## src/rtl/mbist_pkg.sv

```systemverilog
// Purpose : shared types and March C- element tables for the MBIST controller.
// Latency : n/a (types, constants and tables only).
// Backpressure: n/a.
package mbist_pkg;

  typedef enum logic [1:0] {
    ST_IDLE,
    ST_RUN,
    ST_FLUSH,
    ST_DONE
  } state_e;

  typedef enum logic [2:0] {
    EL_0,
    EL_1,
    EL_2,
    EL_3,
    EL_4,
    EL_5
  } march_elem_e;

  typedef logic [2:0] elem_idx_t;

  localparam int        MARCH_ELEMS = 6;
  localparam elem_idx_t LAST_ELEM   = elem_idx_t'(EL_5);

  // Per-element tables, bit n describes element n. They are padded to 8 bits so
  // any 3-bit element index lands on a defined entry.
  //   E0 up(w0)  E1 up(r0,w1)  E2 up(r1,w0)  E3 dn(r0,w1)  E4 dn(r1,w0)  E5 up(r0)
  localparam logic [7:0] ELEM_DOWN = 8'b0001_1000; // walks DEPTH-1..0
  localparam logic [7:0] ELEM_TWO  = 8'b0001_1110; // two ops per address
  localparam logic [7:0] OP0_RD    = 8'b0011_1110; // first op is a read
  localparam logic [7:0] OP0_ONE   = 8'b0001_0100; // first op uses ~bg
  localparam logic [7:0] OP1_ONE   = 8'b0000_1010; // second op (always a write) uses ~bg

endpackage

```

## src/rtl/mbist_addr_counter.sv

```systemverilog
// Purpose : loadable up/down address counter with terminal-count flag.
// Latency : count/load visible one cycle after the request; cout is combinational.
// Backpressure: none, advances whenever en is high.
// Ports   : load (preset to 0 when up, all-ones when down, and latch direction),
//           up (direction to use from the next load), en (step), cnt, cout.
module mbist_addr_counter #(
  parameter int ADDR_W = 4
) (
  input  logic              clk,
  input  logic              rst_n,
  input  logic              load,
  input  logic              up,
  input  logic              en,
  output logic [ADDR_W-1:0] cnt,
  output logic              cout
);

  // Direction is latched at load so that cout (which feeds the caller's load
  // decision) never depends on the direction requested for the next walk.
  logic dir_up;

  always_ff @(posedge clk) begin
    if (!rst_n) begin
      cnt    <= '0;
      dir_up <= 1'b1;
    end else if (load) begin
      cnt    <= up ? '0 : '1;
      dir_up <= up;
    end else if (en) begin
      cnt <= dir_up ? cnt + 1'b1 : cnt - 1'b1;
    end
  end

  assign cout = dir_up ? (cnt == '1) : (cnt == '0);

endmodule

```

## src/rtl/mbist_march_ctrl.sv

```systemverilog
// Purpose : March C- memory BIST sequencer with first-failure capture.
// Latency : one memory op per RUN cycle, read compared one cycle later; 10*DEPTH+1 busy cycles.
// Backpressure: none; the memory must accept an op every cycle and return read data one cycle later.
// Ports   : start/bg/stop_on_fail request a test; mem_* drive the memory while NbarT=1;
//           busy/done/fail report status; fail_addr/fail_elem/fail_data hold the first miscompare.
module mbist_march_ctrl
  import mbist_pkg::*;
#(
  parameter int ADDR_W = 4,
  parameter int DATA_W = 8
) (
  input  logic              clk,
  input  logic              rst_n,
  input  logic              start,
  input  logic [DATA_W-1:0] bg,
  input  logic              stop_on_fail,
  output logic              NbarT,
  output logic              ld,
  output logic [ADDR_W-1:0] mem_addr,
  output logic [DATA_W-1:0] mem_wdata,
  output logic              mem_we,
  output logic              mem_re,
  input  logic [DATA_W-1:0] mem_rdata,
  output logic              busy,
  output logic              done,
  output logic              fail,
  output logic [ADDR_W-1:0] fail_addr,
  output logic [2:0]        fail_elem,
  output logic [DATA_W-1:0] fail_data
);

  state_e            state_q, state_d;
  elem_idx_t         elem_q, next_elem;
  logic              op_q;          // 0 = first op at this address, 1 = second
  logic [DATA_W-1:0] bg_q;
  logic [DATA_W-1:0] exp_q;
  logic              rd_pend_q;
  logic [ADDR_W-1:0] cmp_addr_q;
  elem_idx_t         cmp_elem_q;

  logic [ADDR_W-1:0] cnt;
  logic              cout;
  logic              cnt_load, cnt_up, cnt_en;

  logic              accept, mismatch, kill, run_step;
  logic              op_rd, op_one, last_op, elem_done;
  logic [DATA_W-1:0] op_dat;

  assign accept    = ((state_q == ST_IDLE) || (state_q == ST_DONE)) && start;
  assign mismatch  = rd_pend_q && (mem_rdata != exp_q);
  // An abort suppresses the op of the compare cycle itself, so nothing touches
  // the memory after a miscompare is seen.
  assign kill      = stop_on_fail && mismatch;
  assign run_step  = (state_q == ST_RUN) && !kill;

  assign op_rd     = !op_q && OP0_RD[elem_q];
  assign op_one    = op_q ? OP1_ONE[elem_q] : OP0_ONE[elem_q];
  assign op_dat    = op_one ? ~bg_q : bg_q;
  assign last_op   = !ELEM_TWO[elem_q] || op_q;
  assign elem_done = run_step && last_op && cout;
  assign next_elem = elem_q + 3'd1;

  assign cnt_load  = accept || (elem_done && (elem_q != LAST_ELEM));
  assign cnt_en    = run_step && last_op && !cout;
  assign cnt_up    = accept || !ELEM_DOWN[next_elem];

  mbist_addr_counter #(
    .ADDR_W (ADDR_W)
  ) u_addr_cnt (
    .clk   (clk),
    .rst_n (rst_n),
    .load  (cnt_load),
    .up    (cnt_up),
    .en    (cnt_en),
    .cnt   (cnt),
    .cout  (cout)
  );

  always_comb begin
    state_d   = state_q;
    NbarT     = 1'b0;
    ld        = 1'b0;
    busy      = 1'b0;
    done      = 1'b0;
    mem_we    = 1'b0;
    mem_re    = 1'b0;
    mem_addr  = '0;
    mem_wdata = '0;
    case (state_q)
      ST_IDLE: begin
        ld = 1'b1;
        if (start) state_d = ST_RUN;
      end
      ST_DONE: begin
        ld   = 1'b1;
        done = 1'b1;
        if (start) state_d = ST_RUN;
      end
      ST_RUN: begin
        NbarT = 1'b1;
        busy  = 1'b1;
        if (kill) begin
          state_d = ST_DONE;
        end else begin
          mem_we    = !op_rd;
          mem_re    = op_rd;
          mem_addr  = cnt;
          mem_wdata = op_dat;
          if (elem_done && (elem_q == LAST_ELEM)) state_d = ST_FLUSH;
        end
      end
      ST_FLUSH: begin
        // Holds the compare of the last E5 read.
        NbarT   = 1'b1;
        busy    = 1'b1;
        state_d = ST_DONE;
      end
      default: state_d = ST_IDLE;
    endcase
  end

  always_ff @(posedge clk) begin
    if (!rst_n) begin
      state_q    <= ST_IDLE;
      elem_q     <= '0;
      op_q       <= 1'b0;
      bg_q       <= '0;
      exp_q      <= '0;
      rd_pend_q  <= 1'b0;
      cmp_addr_q <= '0;
      cmp_elem_q <= '0;
      fail       <= 1'b0;
      fail_addr  <= '0;
      fail_elem  <= '0;
      fail_data  <= '0;
    end else begin
      state_q   <= state_d;
      rd_pend_q <= mem_re;
      if (mem_re) begin
        exp_q      <= op_dat;
        cmp_addr_q <= cnt;
        cmp_elem_q <= elem_q;
      end
      if (accept) begin
        bg_q      <= bg;
        elem_q    <= '0;
        op_q      <= 1'b0;
        fail      <= 1'b0;
        fail_addr <= '0;
        fail_elem <= '0;
        fail_data <= '0;
      end else begin
        if (run_step) op_q <= !last_op;
        if (elem_done && (elem_q != LAST_ELEM)) elem_q <= next_elem;
        if (mismatch && !fail) begin
          fail      <= 1'b1;
          fail_addr <= cmp_addr_q;
          fail_elem <= cmp_elem_q;
          fail_data <= mem_rdata;
        end
      end
    end
  end

endmodule

```

## config.mk

```make
export PLATFORM = sky130hd
export DESIGN_NAME = mbist_march_ctrl
export DESIGN_NICKNAME = d
export VERILOG_FILES = /design/src/rtl/mbist_pkg.sv /design/src/rtl/mbist_addr_counter.sv /design/src/rtl/mbist_march_ctrl.sv
export SDC_FILE = /design/constraint.sdc
export NUM_CORES = 1
export LEC_CHECK = 0
export CAP_MARGIN = 0
export CORE_ASPECT_RATIO = 1.4
export CORE_MARGIN = 10
export CORE_UTILIZATION = 51
export CTS_CLUSTER_DIAMETER = 50
export DETAILED_ROUTE_END_ITERATION = 12
export GPL_TIMING_DRIVEN = 0
export PLACE_DENSITY = 0.86
export SLEW_MARGIN = 20
export SYNTH_ARGS = -nofsm -noshare
export SYNTH_HDL_FRONTEND = slang
export SYNTH_SLANG_ARGS = --single-unit
```

## constraint.sdc

```tcl
create_clock -name clk -period 3.56 [get_ports clk]
set_input_delay 0.712 -clock clk [delete_from_list [all_inputs] [get_ports clk]]
set_output_delay 0.712 -clock clk [all_outputs]
set_load 0.005 [all_outputs]
```

==> impl_metrics.toml <==
[outcome]
outcome = "complete, no violations"

[setup_path]
cp.arrival_ps = 2760
worst-setup-path-type = "input port to output pin"
critPathRequiredTime_ps = 2850
worstPathMaxFanout = 10
max_stage_delay_ps = 510
crit_top_cell = "clkdlybuf4s50_1"
timing.rr.start = "state_q[0]$_SDFFE_PN0P_"
cp-end-kind = "output pin"
crit_family = "buffers and inverters"
worstPathCellList = "clkdlybuf4s50_1, xor2_1, nor4_2, a21o_1, buf_6, nand2_8, nor2_1, clkdlybuf4s50_1"
rrSetupSlack_ps = 800
ff2ff_path_depth = 14
cp_slowest_cell = "clkdlybuf4s50_1"
start_kind = "input port"
cp.buffers_inverters = 3

[routing]
ant_nets = 0
first_pass_iters = 4
drt-initial-drc-count = 82
drc_errors = 0
drt-total-wl_um = 7020
routed_via_density = 5.38
m1WireLength_um = 2580
met2_length_um = 3800
wl_met3_um = 376
post_drt_wl_per_cell_um = 15.5
dr.max_layer_used = "met4"
vias = 2433

[pwr]
internal-power_mw = 1.05
p_sw_frac = 0.348
p_comb_frac = 0.319
switchingPower_mw = 0.562
powerDensity_nw_per_um2 = 457
clockPowerShare = 0.223
finalPower_mw = 1.61
ir_drop_uv = 330
leakagePower_nw = 1.48
p_seq_frac = 0.459

[logic_synthesis]
yosysTopAreaCell = "dfxtp_1"
synth.avg_cell_area_um2 = 8.41
synth_seq_cells = 55
yosys_warnings = 0
synth_common_cells = "dfxtp_1 (55), nor2_1 (51), nand2_1 (48), a21oi_1 (33)"
synth-async-reset-ratio = 0
yosys.area.top_type_share = 0.409
synth_most_common_cell = "dfxtp_1"
synth_edf_count = 0
yosysSeqAreaShare = 0.409
syn_inst = 320
syn_nets = 350
synth_cell_type_count = 45
syn_area_um2 = 2690
synthTopCellsByArea = "dfxtp_1 (41%), nor2_1 (7.1%), nand2_1 (6.7%), mux2i_1 (6.3%), a21oi_1 (6.1%)"
ys.flop_type = "dfxtp_1"

[cts]
hold_buffers = 0
cts-root-buf = "clkbuf_8"
clock-sinks = 55
insertion_delay_ps = 310
cts_tree = "yes"
clockBufferDepth = 2
htreeDepth = 2
cts_made_buffers = 5
clk_pin_slew_worst_paths_ps = 100

[placement]
post-place-ws_ps = -574
gp_congestion = 0.843
port_buffers = 53
dp_hpwl_um = 5280
postPlaceCellArea_um2 = 3300

[floorplanning]
die_x_um = 81.4
rows = 31
initial_core_util = 0.521
chipHeight_um = 106
core_area_um2 = 5160
dieArea_um2 = 8620
io_pins = 54

[finish]
synthToLayoutAreaGrowth_pct = 31.1
antenna_cells = 0
final_layout_size_suffix_gt1_frac = 0.114
nets = 415
final_area_um2 = 3530

[grt]
grt_pass1_wl_um = 10900
grt_overflow = 0
antenna_found_initial = 0
grt_usage = 0.157
grt_pass1_vias = 2414
grt_max_degree = 20

[timing]
setup_violations = 0
finalCritPeriodShare = 0.974
worstMarginPinSlew_ps = 961
skew_ps = 6.54
final.setup.worst_slack_ps = 92.0
period_needed_ps = 3470
slew_headroom = 0.341
drv_slew = 0
rsz0062_at_grt = "yes"
fmax_mhz = 288
hold_violations = 0

[min_path]
holdPathStages = 2
min_from = "cmp_elem_q[1]$_SDFFE_PN0P_"
holdPathEnd = "cmp_elem_q[1]$_SDFFE_PN0P_"
hold_class = "register to register"

[job]
cap_violations = 0
==> layout by cell type (no fill, tap or decap), types with 4 or more instances in the layout <==
master,netlist,final
nor2_2,1,5
clkdlybuf4s50_1,0,39
ha_1,9,9
dlygate4sd2_1,0,6
buf_4,4,8
a21oi_1,33,33
buf_6,3,4
clkbuf_8,0,5
dfxtp_1,55,55
clkbuf_1,8,8
mux2i_1,17,17
nor2_1,51,44
inv_1,6,6
o21ai_0,5,5
xnor2_1,6,6
and3_1,4,4
dlymetal6s2s_1,0,8
nand2_1,48,46
nand3_1,7,7
o211ai_1,4,4
xor2_1,17,17
==> worst register-to-register path, cell delays in order (launching register included) <==
cell and delay, ps:
dfxtp_1 390, inv_1 60, ha_1 360, and2_1 190, buf_4 170, nor2_2 220, o21ai_0 150, a21o_1 160
and2_1 160, buf_6 130, nand2b_4 140, inv_2 70, o311a_1 170, nand2_1 70, a41o_1 230
==> state kept, by name (all words and copies together) (netlist names), named ones only <==
register,cells
cmp_elem_q,3
exp_q,8
u_addr_cnt.cnt,4
fail_elem,3
bg_q,8
u_addr_cnt.dir_up,1
fail_data,8
state_q,2
rd_pend_q,1
op_q,1
cmp_addr_q,4
elem_q,3
fail,1
fail_addr,4
==> how the worst max path moves through the flow <==
stage                       startpoint            to  slack, ps  cells after the start
after global placement    mem_rdata[4]        mem_re       -540                      9
final                     mem_rdata[6]  mem_wdata[4]         90                      8
after detailed placement  mem_rdata[4]        mem_re       -570                      9
after global routing      mem_rdata[6]  mem_wdata[0]         -6                      8
after CTS                 mem_rdata[0]  mem_wdata[5]        0.8                      8
after floorplan           mem_rdata[3]        mem_re        920                      7
==> kinds of logic (layout without fill, tap and decap cells) <==
group           Yosys count  in the layout  synth area share
simple gates            130            130             0.217
buf+inv                  25             91            0.0488
fa+ha+maj                10             10            0.0493
xor+xnor                 23             23            0.0749
mux                      17             17            0.0633
flops                    55             55             0.409
compound gates           60             60             0.138
==> final cells by class <==
class                   instances  area [um^2]
plain buffers                  16          101
clock inverters                 3         28.8
flip-flops and latches         55         1100
well taps                      66         82.6
fillers                       392         1630
inverters                       9         36.3
multi-input cells             240         1530
clock buffers                   5         68.8
repair buffers                 58          581
==> repair_timing <==
item | 4_1_cts | 5_1_grt
pin swaps | 3 | 4
setup endpoints to repair | 14 | 9
buffers inserted | 4 | 1
gates resized for setup | 16 | 18
endpoints found under the hold margin | 0 | 0
==> metrics by stage <==
step | util | TNS [ps] | std cells | hold WS, ps
after floorplan | - | 0 | 320 | 436
after global placement | 0.640 | -4230 | 439 | 449
after detailed placement | 0.640 | -4860 | 439 | 451
after CTS | 0.671 | 0 | 451 | 466
after global routing | 0.684 | -10.7 | 452 | 495
final | 0.684 | 0 | 452 | 467
==> power by group through the flow <==
stage	Clock [mW]	Combinational [mW]	Sequential [mW]
after floorplan	0	0.303	0.728
after detailed placement	0	0.484	0.754
after global routing	0.390	0.573	0.750
after CTS	0.366	0.495	0.740
after global placement	0	0.473	0.752
final	0.359	0.513	0.739
==> routing by layer <==
layer  track usage  vias to the layer above
li1              -                     1205
met1         0.151                     1148
met2         0.295                       60
met3        0.0312                       20
met4        0.0893                        0
met5             0                        -
Note: power is estimated with default switching activity, not from simulation.
